==> src/rtl/pool_pkg.sv <==
// Shared definitions for the streaming 2-D pooling engine: mode constants,
// the controller state encoding and a width helper.
package pool_pkg;

  localparam logic MODE_AVG = 1'b0;
  localparam logic MODE_MAX = 1'b1;

  typedef enum logic [1:0] {
    ST_IDLE = 2'd0,
    ST_RUN  = 2'd1,
    ST_DONE = 2'd2
  } state_e;

  // Ceiling log2, but never below 1 so it can always size a vector.
  function automatic int unsigned clog2(input int unsigned v);
    int unsigned r;
    r = 0;
    for (int unsigned p = 1; p < v; p = p << 1) r++;
    return (r == 0) ? 1 : r;
  endfunction

endpackage

==> src/rtl/pool_row_buffer.sv <==
// One accumulator per output column of the current window row:
// a single write port and a combinational read port, indexed by slot.
module pool_row_buffer
  import pool_pkg::*;
#(
  parameter int unsigned DEPTH = 14,
  parameter int unsigned WIDTH = 10
) (
  input  logic                     clk,
  input  logic                     reset,
  input  logic                     we,
  input  logic [clog2(DEPTH)-1:0]  waddr,
  input  logic [WIDTH-1:0]         wdata,
  input  logic [clog2(DEPTH)-1:0]  raddr,
  output logic [WIDTH-1:0]         rdata
);

  logic [WIDTH-1:0] mem_q [DEPTH];
  logic [WIDTH-1:0] mem_d [DEPTH];

  always_comb begin
    mem_d = mem_q;
    if (we) mem_d[waddr] = wdata;
  end

  always_ff @(posedge clk or negedge reset) begin
    if (!reset) begin
      mem_q <= '{default: '0};
    end else begin
      mem_q <= mem_d;
    end
  end

  assign rdata = mem_q[raddr];

endmodule

==> src/rtl/pool2d_stream.sv <==
// Streaming 2-D average/max pooling: raster pixels in, pooled raster pixels
// out, one output register with a valid/ready handshake on both sides.
module pool2d_stream
  import pool_pkg::*;
#(
  parameter int unsigned RESOLUTION = 8,
  parameter int unsigned IMG_W      = 28,
  parameter int unsigned IMG_H      = 28,
  parameter int unsigned POOL       = 2
) (
  input  logic                                            clk,
  input  logic                                            reset,
  input  logic                                            start,
  input  logic                                            mode,
  output logic                                            busy,
  output logic                                            done,
  input  logic                                            in_valid,
  output logic                                            in_ready,
  input  logic [RESOLUTION-1:0]                           in_pixel,
  output logic                                            out_valid,
  input  logic                                            out_ready,
  output logic [RESOLUTION-1:0]                           out_pixel,
  output logic                                            out_last,
  output logic [clog2((IMG_W/POOL)*(IMG_H/POOL))-1:0]     out_index
);

  localparam int unsigned OUT_W    = IMG_W / POOL;
  localparam int unsigned OUT_H    = IMG_H / POOL;
  localparam int unsigned LOG_P    = $clog2(POOL);
  localparam int unsigned K        = 2 * LOG_P;
  localparam int unsigned ACC_W    = RESOLUTION + K;
  localparam int unsigned COL_W    = clog2(IMG_W);
  localparam int unsigned ROW_W    = clog2(IMG_H);
  localparam int unsigned SLOT_W   = clog2(OUT_W);
  localparam int unsigned IDX_W    = clog2(OUT_W * OUT_H);
  localparam int unsigned LAST_IDX = OUT_W * OUT_H - 1;
  localparam logic [ACC_W-1:0] HALF = ACC_W'(1) << (K - 1);

  state_e                 state_q, state_d;
  logic                   mode_q, mode_d;
  logic [COL_W-1:0]       col_q, col_d;
  logic [ROW_W-1:0]       row_q, row_d;
  logic                   in_done_q, in_done_d;
  logic                   out_valid_q, out_valid_d;
  logic [RESOLUTION-1:0]  out_pixel_q, out_pixel_d;
  logic                   out_last_q, out_last_d;
  logic [IDX_W-1:0]       out_index_q, out_index_d;

  logic                   in_fire, out_fire;
  logic                   win_first, win_last;
  logic [SLOT_W-1:0]      slot;
  logic [ACC_W-1:0]       acc_rd, acc_new, pix_ext, rounded;
  logic [RESOLUTION-1:0]  pooled;

  assign in_ready = (state_q == ST_RUN) && !in_done_q && (!out_valid_q || out_ready);
  assign in_fire  = in_valid && in_ready;
  assign out_fire = out_valid_q && out_ready;

  assign slot      = SLOT_W'(col_q >> LOG_P);
  assign win_first = (row_q[LOG_P-1:0] == '0) && (col_q[LOG_P-1:0] == '0);
  assign win_last  = (row_q[LOG_P-1:0] == '1) && (col_q[LOG_P-1:0] == '1);
  assign pix_ext   = ACC_W'(in_pixel);

  pool_row_buffer #(
    .DEPTH (OUT_W),
    .WIDTH (ACC_W)
  ) u_row_buffer (
    .clk   (clk),
    .reset (reset),
    .we    (in_fire),
    .waddr (slot),
    .wdata (acc_new),
    .raddr (slot),
    .rdata (acc_rd)
  );

  always_comb begin
    acc_new = acc_rd + pix_ext;
    if (win_first) begin
      acc_new = pix_ext;
    end else if (mode_q == MODE_MAX) begin
      acc_new = (pix_ext > acc_rd) ? pix_ext : acc_rd;
    end
  end

  // The window sum plus one half of the divisor always fits ACC_W, so the
  // half-up rounded average never wraps.
  assign rounded = acc_new + HALF;
  assign pooled  = (mode_q == MODE_MAX) ? acc_new[RESOLUTION-1:0]
                                        : RESOLUTION'(rounded >> K);

  always_comb begin
    state_d     = state_q;
    mode_d      = mode_q;
    col_d       = col_q;
    row_d       = row_q;
    in_done_d   = in_done_q;
    out_valid_d = out_valid_q;
    out_pixel_d = out_pixel_q;
    out_last_d  = out_last_q;
    out_index_d = out_index_q;
    unique case (state_q)
      ST_IDLE: begin
        if (start) begin
          state_d     = ST_RUN;
          mode_d      = mode;
          col_d       = '0;
          row_d       = '0;
          in_done_d   = 1'b0;
          out_index_d = '0;
          out_last_d  = 1'b0;
        end
      end
      ST_RUN: begin
        if (in_fire) begin
          if (col_q == COL_W'(IMG_W - 1)) begin
            col_d = '0;
            if (row_q == ROW_W'(IMG_H - 1)) begin
              row_d     = '0;
              in_done_d = 1'b1;
            end else begin
              row_d = row_q + ROW_W'(1);
            end
          end else begin
            col_d = col_q + COL_W'(1);
          end
        end
        if (out_fire) begin
          out_valid_d = 1'b0;
          if (!out_last_q) out_index_d = out_index_q + IDX_W'(1);
        end
        // A completing window may load in the same cycle the old output retires.
        if (in_fire && win_last) begin
          out_valid_d = 1'b1;
          out_pixel_d = pooled;
          out_last_d  = (out_index_d == IDX_W'(LAST_IDX));
        end
        if (out_fire && out_last_q) state_d = ST_DONE;
      end
      ST_DONE: state_d = ST_IDLE;
      default: state_d = ST_IDLE;
    endcase
  end

  always_ff @(posedge clk or negedge reset) begin
    if (!reset) begin
      state_q     <= ST_IDLE;
      mode_q      <= MODE_AVG;
      col_q       <= '0;
      row_q       <= '0;
      in_done_q   <= 1'b0;
      out_valid_q <= 1'b0;
      out_pixel_q <= '0;
      out_last_q  <= 1'b0;
      out_index_q <= '0;
    end else begin
      state_q     <= state_d;
      mode_q      <= mode_d;
      col_q       <= col_d;
      row_q       <= row_d;
      in_done_q   <= in_done_d;
      out_valid_q <= out_valid_d;
      out_pixel_q <= out_pixel_d;
      out_last_q  <= out_last_d;
      out_index_q <= out_index_d;
    end
  end

  assign busy      = (state_q == ST_RUN);
  assign done      = (state_q == ST_DONE);
  assign out_valid = out_valid_q;
  assign out_pixel = out_pixel_q;
  assign out_last  = out_last_q;
  assign out_index = out_index_q;

endmodule
==> config.mk <==
export PLATFORM = sky130hd
export DESIGN_NAME = pool2d_stream
export DESIGN_NICKNAME = d
export VERILOG_FILES = /design/src/rtl/pool_pkg.sv /design/src/rtl/pool_row_buffer.sv /design/src/rtl/pool2d_stream.sv
export SDC_FILE = /design/constraint.sdc
export NUM_CORES = 1
export LEC_CHECK = 0
export ABC_CLOCK_PERIOD_IN_PS = 6100
export BUFFER_PORTS_ARGS = -buffer_cell sky130_fd_sc_hd__buf_2
export CELL_PAD_IN_SITES_DETAIL_PLACEMENT = 1
export CELL_PAD_IN_SITES_GLOBAL_PLACEMENT = 2
export CORE_MARGIN = 3
export CORE_UTILIZATION = 42
export CTS_CLUSTER_DIAMETER = 100
export DETAILED_ROUTE_END_ITERATION = 7
export HOLD_SLACK_MARGIN = 0.08
export MAX_ROUTING_LAYER = met4
export PLACE_DENSITY = 0.86
export SLEW_MARGIN = 30
export SYNTH_ARGS = -nofsm -noshare
export SYNTH_HDL_FRONTEND = slang
export SYNTH_SLANG_ARGS = --single-unit
==> constraint.sdc <==
create_clock -name clk -period 6.1 [get_ports clk]
set_clock_uncertainty 0.05 [all_clocks]
set_input_delay 0.305 -clock clk [delete_from_list [all_inputs] [get_ports clk]]
set_output_delay 0.305 -clock clk [all_outputs]
set_load 0.1 [all_outputs]
# After elaboration in Yosys (flattened, before gate mapping)
# Cells that the tools add are included.
classes:
  magnitude_cmp: 3
  n_eq_ne: 11
  bitwise_logic: 3
  n_reduce_logical: 24
  add_sub_neg: 5
  n_mux: 35
ops:
  columns: ["op", "n"]
  rows:
  - ["140-bit bitwise mux", 1]
  - ["10-bit 2-to-1 mux", 6]
  - ["10-bit binary-select mux with 4-bit select", 1]
  - ["10-bit demux with 4-bit select", 1]
  - ["8-bit 2-to-1 mux", 5]
  - ["5-bit 2-to-1 mux", 6]
  - ["5-bit one-hot mux with 2 select lines", 2]
  - ["8-bit one-hot mux with 2 select lines", 1]
  - ["10-bit by 2-bit adder with 10-bit output (second input constant)", 1]
  - ["10-bit by 8-bit adder with 10-bit output", 1]
  - ["5-bit by 1-bit adder with 5-bit output (second input constant)", 2]
  - ["5-bit == test (second input constant)", 2]
  - ["8-bit by 10-bit greater-than comparator with 1-bit output", 1]
  - ["2-bit by 1-bit != test with 1-bit output (second input constant)", 5]
  - ["2-bit AND reduction", 5]
  - ["1-bit logical AND", 9]
  - ["8-bit by 1-bit adder with 8-bit output (second input constant)", 1]
  - ["8-bit == test (second input constant)", 1]
  - ["1-bit 2-to-1 mux", 7]
  - ["3-bit AND reduction", 2]
  - ["5-bit >= comparator (second input constant)", 1]
  - ["5-bit by 1-bit < comparator with 1-bit output (second input constant)", 1]
  - ["4-bit inverter with 5-bit output", 1]
  - ["5-bit AND reduction", 1]
  - ["other kinds (12)", 17]
totals:
  input_bits: 14
  ff_bits: 172

# Logic depth before layout (Yosys ltp)
# Gate-level depths: netlist of the first run.
depth:
  word_depth: 10
  depth_mapped: 20
  depth_no_buf: 16

# Hierarchy
# From an unflattened synthesis of the first run, not the netlist that was laid out.
hier_totals:
  cells_unflattened: 776
  area_unflattened_um2: 9439.1
by_module_without_submodules:
  columns: ["mod", "cells_each", "area_per_inst_um2", "instances"]
  rows:
  - ["pool_row_buffer", 421, 6497.5, 1]
  - ["pool2d_stream", 355, 2941.6, 1]

# Worst setup path after synthesis of the first run
# No wires, ideal clock.
synth_timing:
  kind: "register to register"
  startpoint: "register out_valid_q (netlist: out_valid)"
  endpoint: "register u_row_buffer.mem_q[105] (netlist bit)"
  path_slack_ns: 1.095
  required_time_ns: 5.925
  t_arrival_ns: 4.831
  path_buffers: 2
  stages_incl_launch_ff: 9
  path_cell_list: "dfrtp_1 -> nor2b_1 -> nor3_1 -> and2_1 -> clkbuf_1 -> nand3_1 -> nor3_1 -> clkbuf_1 -> mux2_2"
synth_between:
  elab_chain_cells: 4
synth_lines:
  columns: ["item", "line", "rtl"]
  rows:
  - ["from (decl)", "pool2d_stream.sv:44", "logic out_valid_q, out_valid_d;"]
  - ["from (signal assigned)", "pool2d_stream.sv:162", "out_valid_q <= out_valid_d;"]
  - ["1-bit zero test", "pool2d_stream.sv:55", "assign in_ready = (state_q == ST_RUN) && !in_done_q && (!out_valid_q || out_ready);"]
  - ["1-bit logical OR", "pool2d_stream.sv:55", null]
  - ["1-bit logical AND", "pool2d_stream.sv:55", null]
  - ["named net in_ready", "pool2d_stream.sv:18", "output logic in_ready,"]
  - ["1-bit logical AND", "pool2d_stream.sv:56", "assign in_fire = in_valid && in_ready;"]
  - ["to (signal assigned)", "pool_row_buffer.sv:30", "mem_q <= mem_d;"]
  - ["to (decl)", "pool_row_buffer.sv:18", "logic [WIDTH-1:0] mem_q [DEPTH];"]
# The timed path passes the listed nets, and every way through them passes these cells.
# A chain may end at the register's enable or synchronous reset.

# Worst setup path in the final report of the first run
layout_timing:
  startpoint: "register col_q[1]"
  endpoint: "register out_pixel_q[6] (netlist: out_pixel[6])"
layout_between:
  elab_chain_cells: 10
  word_cells_on_any_way: 11
  classes_between: "2 x add/sub; 1 x order compare; 7 x mux; 1 x bitwise"
layout_lines:
  columns: ["item", "line", "rtl"]
  rows:
  - ["from (decl)", "pool2d_stream.sv:41", "logic [COL_W-1:0] col_q, col_d;"]
  - ["from (signal assigned)", "pool2d_stream.sv:159", "col_q <= col_d;"]
  - ["4-bit inverter with 5-bit output (implied by the code) *", "pool_row_buffer.sv:34", "assign rdata = mem_q[raddr];"]
  - ["10-bit binary-select mux with 4-bit select *", "pool_row_buffer.sv:34", null]
  - ["10-bit 2-to-1 mux (implied by the code) * (2 in a row)", "pool_row_buffer.sv:34", null]
  - ["8-bit by 10-bit greater-than comparator with 1-bit output", "pool2d_stream.sv:82", "acc_new = (pix_ext > acc_rd) ? pix_ext : acc_rd;"]
  - ["10-bit 2-to-1 mux", "pool2d_stream.sv:82", null]
  - ["10-bit 2-to-1 mux *", "pool2d_stream.sv:81", "end else if (mode_q == MODE_MAX) begin"]
  - ["10-bit 2-to-1 mux *", "pool2d_stream.sv:79", "if (win_first) begin"]
  - ["10-bit by 2-bit adder with 10-bit output", "pool2d_stream.sv:88", "assign rounded = acc_new + HALF;"]
  - ["8-bit 2-to-1 mux *", "pool2d_stream.sv:89", "assign pooled = (mode_q == MODE_MAX) ? acc_new[RESOLUTION-1:0]"]
  - ["to (signal assigned)", "pool2d_stream.sv:163", "out_pixel_q <= out_pixel_d;"]
  - ["to (decl)", "pool2d_stream.sv:45", "logic [RESOLUTION-1:0] out_pixel_q, out_pixel_d;"]
# Mark *: on every way between the ends. The rest lies on a longest branch, timed or not. The select of a mux whose other input is x is not followed.

==> impl_metrics.py, run 1 <==
metrics = {
    "die": {
        "dieArea_mm2": 0.0232,
        "core-area_mm2": 0.0206,
        "num_rows": 52,
        "io-pin-count": 35,
        "die_w_um": 152,
        "initial_core_util": 0.436,
        "die_h_um": 152,
    },
    "pwr": {
        "irDropWorstVdd_uv": 233,
        "p_per_area_mw_per_mm2": 650,
        "p_leak_uw": 0.00453,
    },
    "clock_network": {
        "h-tree-depth": 4,
        "cts_inserted_buffers": 17,
        "post_cts_buffers": 0,
        "cts.clk_slew.worst_paths_ns": 0.07,
        "ctsResizeCount": 0,
        "cts_max_path_buffers": 2,
        "cts_tree": "yes",
        "clock_latency_ns": 0.43,
        "ctsRootBufferMaster": "clkbuf_16",
        "cts_sinks": 172,
    },
    "critical_path": {
        "crit_path_max_fanout": 28,
        "crit_type": "flop to flop",
        "cp.required_ns": 6.36,
        "cp.arrival_ns": 5.52,
        "cp-start-kind": "flop",
        "cp_slowest_cell": "dfrtp_2",
        "worstSetupEndpointType": "flop",
        "cp_cell_sequence": "buf_12 -> mux4_2 -> a222oi_1 -> and3_1 -> ha_1 -> and4_1 -> o2bb2ai_1 -> a41oi_1 -> a211oi_1 -> a311oi_2 -> buf_4 -> nand4b_1 -> nor2_1 -> a21oi_1 -> a311o_1",
        "critPathMaxStageDelay_ns": 0.66,
    },
    "timing": {
        "min_period_ns": 5.25,
        "worst_pin_slew_ns": 0.904,
        "setup_tns_ns": 0,
        "drv_slew": 0,
        "fmax_mhz": 190,
        "rsz0062_at_grt": "no",
        "slew_headroom": 0.393,
        "period_share": 0.861,
        "report.final.setup_viol": 0,
        "finalHoldViolations": 0,
    },
    "worst_hold_path": {
        "hp-class": "input pin to flop",
    },
    "logic_synthesis": {
        "syn_area_per_cell_um2": 11.2,
        "synth_area_mm2": 0.00899,
        "async_reset_ff_frac": 1.00,
        "synth_flop_cell": "dfrtp_1",
        "ys_warn_count": 0,
        "synth-edff-count": 0,
        "ys_seq_area_frac": 0.479,
        "syn_inst": 804,
        "synth.distinct_cells": 70,
        "synth_seq_cells": 172,
        "synth_nets": 842,
    },
    "layout": {
        "layout-drive-gt1-share": 0.273,
        "nNetsFinal": 860,
        "layout.cells.most_common_list": "dfrtp_1 (170), mux2_2 (91), nand2_1 (81), o21ai_0 (50), nor2_1 (47)",
        "final_cells": 1105,
        "final_common_cell": "dfrtp_1",
        "area_growth_pct": 12.2,
    },
    "routing": {
        "drt-pass1-iter-count": 5,
        "totalWireLength_um": 25900,
        "drc_errors": 0,
        "antenna_left": 0,
        "wl_per_cell_um": 23.4,
        "drt_iter0_markers": 527,
        "vias": 6709,
        "via_per_inst": 6.07,
    },
    "status": {
        "status": "completed",
    },
    "global_routing": {
        "grt_antenna_before_repair": 1,
        "grt_max_degree": 105,
        "grt_pass1_wl_um": 41800,
        "grtUsageTotal": 0.235,
        "grt_overflow": 0,
        "grt_pass1_vias": 7357,
    },
    "placement": {
        "finalWeightedCongestion": 0.888,
        "dp_cells": 1070,
        "port_buffers": 34,
        "hpwl_um": 18000,
    },
    "run": {
        "max-cap-violations": 0,
    },
}
## final cells by class
class | count | area, um^2
well taps | 270 | 338
flip-flops and latches | 172 | 4310
repair buffers | 54 | 367
clock buffers | 19 | 443
multi-input cells | 553 | 4410
fillers | 2174 | 10500
diodes | 1 | 2.50
inverters | 24 | 90.1
clock inverters | 12 | 138
## final timing paths
check / slack [ns] / endpoint / cells after the start / from
worst max-delay path: 0.85 / out_pixel[6] / 15 / col_q[1]
worst min register to register: 0.42 / out_pixel[5] / 2 / out_pixel[5]
max in group asynchronous: 4.37 / u_row_buffer.mem_q[29] / 4 / reset
min in group asynchronous: 0.49 / out_index[7] / 2 / reset
worst max register to register: 0.85 / out_pixel[6] / 15 / col_q[1]
worst min-delay path: 0.11 / state_q[1] / 3 / out_ready
## stage by stage
| step | hold slack [ns] | power (uW) | setup slack, ns | instance area [um^2] | utilization |
|---|---|---|---|---|---|
| after floorplan | -0.0406 | 4240 | 1.09 | 8990 | - |
| after global placement | 0.408 | 5270 | 0.915 | 9440 | 0.458 |
| after detailed placement | 0.416 | 5440 | 0.683 | 9460 | 0.459 |
| after CTS | 0.0987 | 6570 | 0.654 | 10100 | 0.488 |
| after global routing | 0.117 | 6970 | 0.484 | 10100 | 0.489 |
| final | 0.114 | 6560 | 0.847 | 10100 | 0.489 |
## worst max-delay path: cells and delay by family, from the launching register on
family	cells	cell delay (ns)
AOI/OAI and AO/OA	7	2.04
and+or+nand+nor	4	0.90
DFF	1	0.66
buffers and inverters	2	0.62
muxes	1	0.55
adders and majority gates	1	0.29
## layer usage
layer  vias up  share of wire  global-route usage
li1       2986              -                   -
met1      3546           0.44               0.306
met2       130           0.50               0.379
met3        47          0.036              0.0400
met4         0          0.027              0.0732
met5         -              0                   -
## power by group
part	switching [uW]	total, uW	internal [uW]
clock	467	1080	617
combinational	2280	3590	1310
sequential	332	1890	1560
## flip-flops by register name, indices dropped and copies added, names as in the netlist
register and count:
u_row_buffer.mem_q 140, row_q 5, out_last 1, out_valid 1
out_index 8, col_q 5, state_q 2, mode_q 1
in_done_q 1, out_pixel 8
## logic make-up (layout without fill, tap and decap cells)
| group | count (synthesis) | after routing | share of synthesized area |
|---|---|---|---|
| adders and majority gates | 24 | 24 | 0.0342 |
| and+or+nand+nor | 224 | 224 | 0.120 |
| AOI/OAI and AO/OA | 174 | 174 | 0.132 |
| muxes | 125 | 125 | 0.194 |
| DFF | 172 | 172 | 0.479 |
| xor gates and xnor gates | 6 | 6 | 0.00584 |
| other | 0 | 1 | 0 |
| buffers and inverters | 79 | 109 | 0.0353 |
## what timing repair did
action,in CTS,in global routing
endpoints found under the hold margin,104,0
hold buffers,2,0
setup endpoints to repair,0,0
## synthesized netlist by cell type (8+ instances only)
master    instances  area [um^2]
nor2b_1           8         50.1
nand2_1          81          304
a21oi_1          43          215
clkbuf_1         41          154
nand2b_1          9         56.3
nor2_1           53          199
inv_1            24         90.1
and3_1            8         50.1
nor3_1           17         85.1
buf_2             8         40.0
a222oi_1         10          100
nand3_1          16         80.1
a22o_1           10         87.6
o21ai_0          51          255
ha_1             23          288
mux4_2           30          676
dfrtp_1         172         4300
mux2_2           91         1020
No activity file was read; power rests on OpenSTA's default activity.
==> run 2: changes to the inputs <==
--- a/config.mk
+++ b/config.mk
@@ -10,12 +10,13 @@
 export CELL_PAD_IN_SITES_DETAIL_PLACEMENT = 1
 export CELL_PAD_IN_SITES_GLOBAL_PLACEMENT = 2
 export CORE_MARGIN = 3
-export CORE_UTILIZATION = 42
+export CORE_UTILIZATION = 44
+export CTS_BUF_LIST = sky130_fd_sc_hd__clkbuf_2 sky130_fd_sc_hd__clkbuf_4 sky130_fd_sc_hd__clkbuf_8
 export CTS_CLUSTER_DIAMETER = 100
 export DETAILED_ROUTE_END_ITERATION = 7
 export HOLD_SLACK_MARGIN = 0.08
 export MAX_ROUTING_LAYER = met4
-export PLACE_DENSITY = 0.86
+export PLACE_DENSITY = 0.9
 export SLEW_MARGIN = 30
 export SYNTH_ARGS = -nofsm -noshare
 export SYNTH_HDL_FRONTEND = slang
==> run 2 against run 1 <==
  * Non-clock buffer count rose by 7
  * Setup slack improved by 0.0030 ns
  * Routed wire length is 3.1% lower
  * Count of clock-buffer cells in the layout up 3
  * Hold slack gained 0.21 ns
  * Largest power group unchanged
==> impl_metrics.py, run 2 (same netlist as run 1, synthesis figures left out) <==
metrics = {
    "status": {
        "status": "completed",
    },
    "placement": {
        "port_buffers": 34,
        "hpwl_um": 17700,
        "finalWeightedCongestion": 0.890,
    },
    "global_routing": {
        "grt_max_degree": 98,
        "grt_pass1_vias": 7169,
        "grt_overflow": 0,
        "grt_pass1_wl_um": 40700,
        "grt_antenna_before_repair": 0,
        "grtUsageTotal": 0.243,
    },
    "routing": {
        "vias": 6672,
        "antenna_left": 0,
        "totalWireLength_um": 25100,
        "wl_per_cell_um": 22.7,
        "drc_errors": 0,
        "drt-pass1-iter-count": 5,
        "drt_iter0_markers": 481,
        "via_per_inst": 6.03,
    },
    "timing": {
        "worst_pin_slew_ns": 0.829,
        "period_share": 0.861,
        "report.final.setup_viol": 0,
        "min_period_ns": 5.25,
        "drv_slew": 0,
        "slew_headroom": 0.446,
        "setup_tns_ns": 0,
        "fmax_mhz": 190,
        "finalHoldViolations": 0,
        "rsz0062_at_grt": "no",
    },
    "layout": {
        "diodes": 0,
        "n_fill_cell": 2114,
        "final_core_util": 0.502,
        "layout.cells.most_common_list": "dfrtp_1 (171), mux2_2 (91), nand2_1 (81), nor2_1 (50), o21ai_0 (50)",
        "layout-drive-gt1-share": 0.274,
        "largest_register": "u_row_buffer.mem_q",
        "area_growth_pct": 10.4,
        "largest_reg_flops": 140,
        "nNetsFinal": 867,
        "final_common_cell": "dfrtp_1",
    },
    "critical_path": {
        "cp_cell_sequence": "buf_4 -> mux4_2 -> a222oi_1 -> o21ai_0 -> ha_1 -> inv_1 -> fa_1 -> nor3_1 -> o311ai_0 -> nand2_1 -> a221oi_1 -> xor2_1 -> nor2_1 -> nor2_1 -> o221a_2 -> a211oi_1",
        "critPathMostFrequentCell": "nor2_1",
        "cp-start-kind": "flop",
        "crit_path_max_fanout": 14,
        "cp.required_ns": 6.41,
        "cp_slowest_cell": "dfrtp_2",
        "r2r_setup_slack_ns": 0.85,
        "cp.arrival_ns": 5.56,
        "worstSetupEndpointType": "flop",
        "critPathMaxStageDelay_ns": 0.59,
        "crit_type": "flop to flop",
    },
    "die": {
        "die_w_um": 149,
        "core-area_mm2": 0.0198,
        "initial_core_util": 0.455,
        "io-pin-count": 35,
        "die_h_um": 149,
        "num_rows": 51,
        "dieArea_mm2": 0.0222,
    },
    "run": {
        "max-cap-violations": 0,
    },
    "clock_network": {
        "cts_sinks": 172,
        "h-tree-depth": 4,
        "cts_tree": "yes",
        "ctsResizeCount": 0,
        "post_cts_buffers": 0,
        "cts_inserted_buffers": 17,
        "cts_max_path_buffers": 2,
        "cts_hold_buf": 3,
        "clock_latency_ns": 0.46,
        "ctsRootBufferMaster": "clkbuf_8",
        "cts.clk_slew.worst_paths_ns": 0.10,
    },
    "worst_hold_path": {
        "hp-class": "input pin to flop",
    },
    "pwr": {
        "p_per_area_mw_per_mm2": 624,
        "p_leak_uw": 0.00448,
        "irDropWorstVdd_uv": 203,
    },
}
run 2: area by class of cell:
cell class,count,area [um^2],share of cell area
Multi-Input combinational cell,553,4400,0.443
Timing Repair Buffer,61,405,0.0408
Sequential cell,172,4310,0.433
Inverter,24,90.1,0.00907
Clock inverter,10,115,0.0116
Clock buffer,22,284,0.0286
Tap cell,265,332,0.0334
run 2: worst paths after layout:
check,from,to,cells after the start
hold / removal,start,in_done_q,4
min in group asynchronous,reset,out_index[4],2
max in group asynchronous,reset,u_row_buffer.mem_q[101],3
setup reg to reg,col_q[1],out_pixel[7],16
hold reg to reg,u_row_buffer.mem_q[131],u_row_buffer.mem_q[131],2
setup / recovery,col_q[1],out_pixel[7],16
run 2: worst max-delay path: cells and delay by family, from the launching register on:
family | cells | cell delay (ns)
adder cells (fa/ha/maj) | 2 | 0.55
AND/OR/NAND/NOR | 4 | 0.74
flip-flops | 1 | 0.59
AO/OA/AOI/OAI | 6 | 2.13
multiplexers | 1 | 0.53
XOR/XNOR | 1 | 0.17
buffers and inverters | 2 | 0.39
run 2: metrics by stage:
step | setup slack, ns | hold WS [ns] | area (um^2) | power, uW | cells
2_1_floorplan | 1.09 | -0.0406 | 8990 | 4240 | 804
3_3_place_gp | 0.901 | 0.402 | 9480 | 5170 | 1072
3_5_place_dp | 0.825 | 0.416 | 9500 | 5360 | 1072
4_1_cts | 0.788 | 0.285 | 9930 | 6210 | 1107
5_1_grt | 0.491 | 0.322 | 9930 | 6610 | 1107
6_report | 0.850 | 0.324 | 9930 | 6200 | 1107
run 2: power breakdown:
part	switching (uW)	internal [uW]	total, uW	leakage [uW]
Sequential	311	1560	1870	0.00222
Clock	415	399	814	0.000199
Combinational	2200	1320	3510	0.00206
Total	2920	3270	6200	0.00448
run 2: routing by layer:
metal | GRT usage | share of wire
met1 | 0.321 | 0.44
met4 | 0.0792 | 0.023
met5 | - | 0
met2 | 0.395 | 0.50
met3 | 0.0283 | 0.032
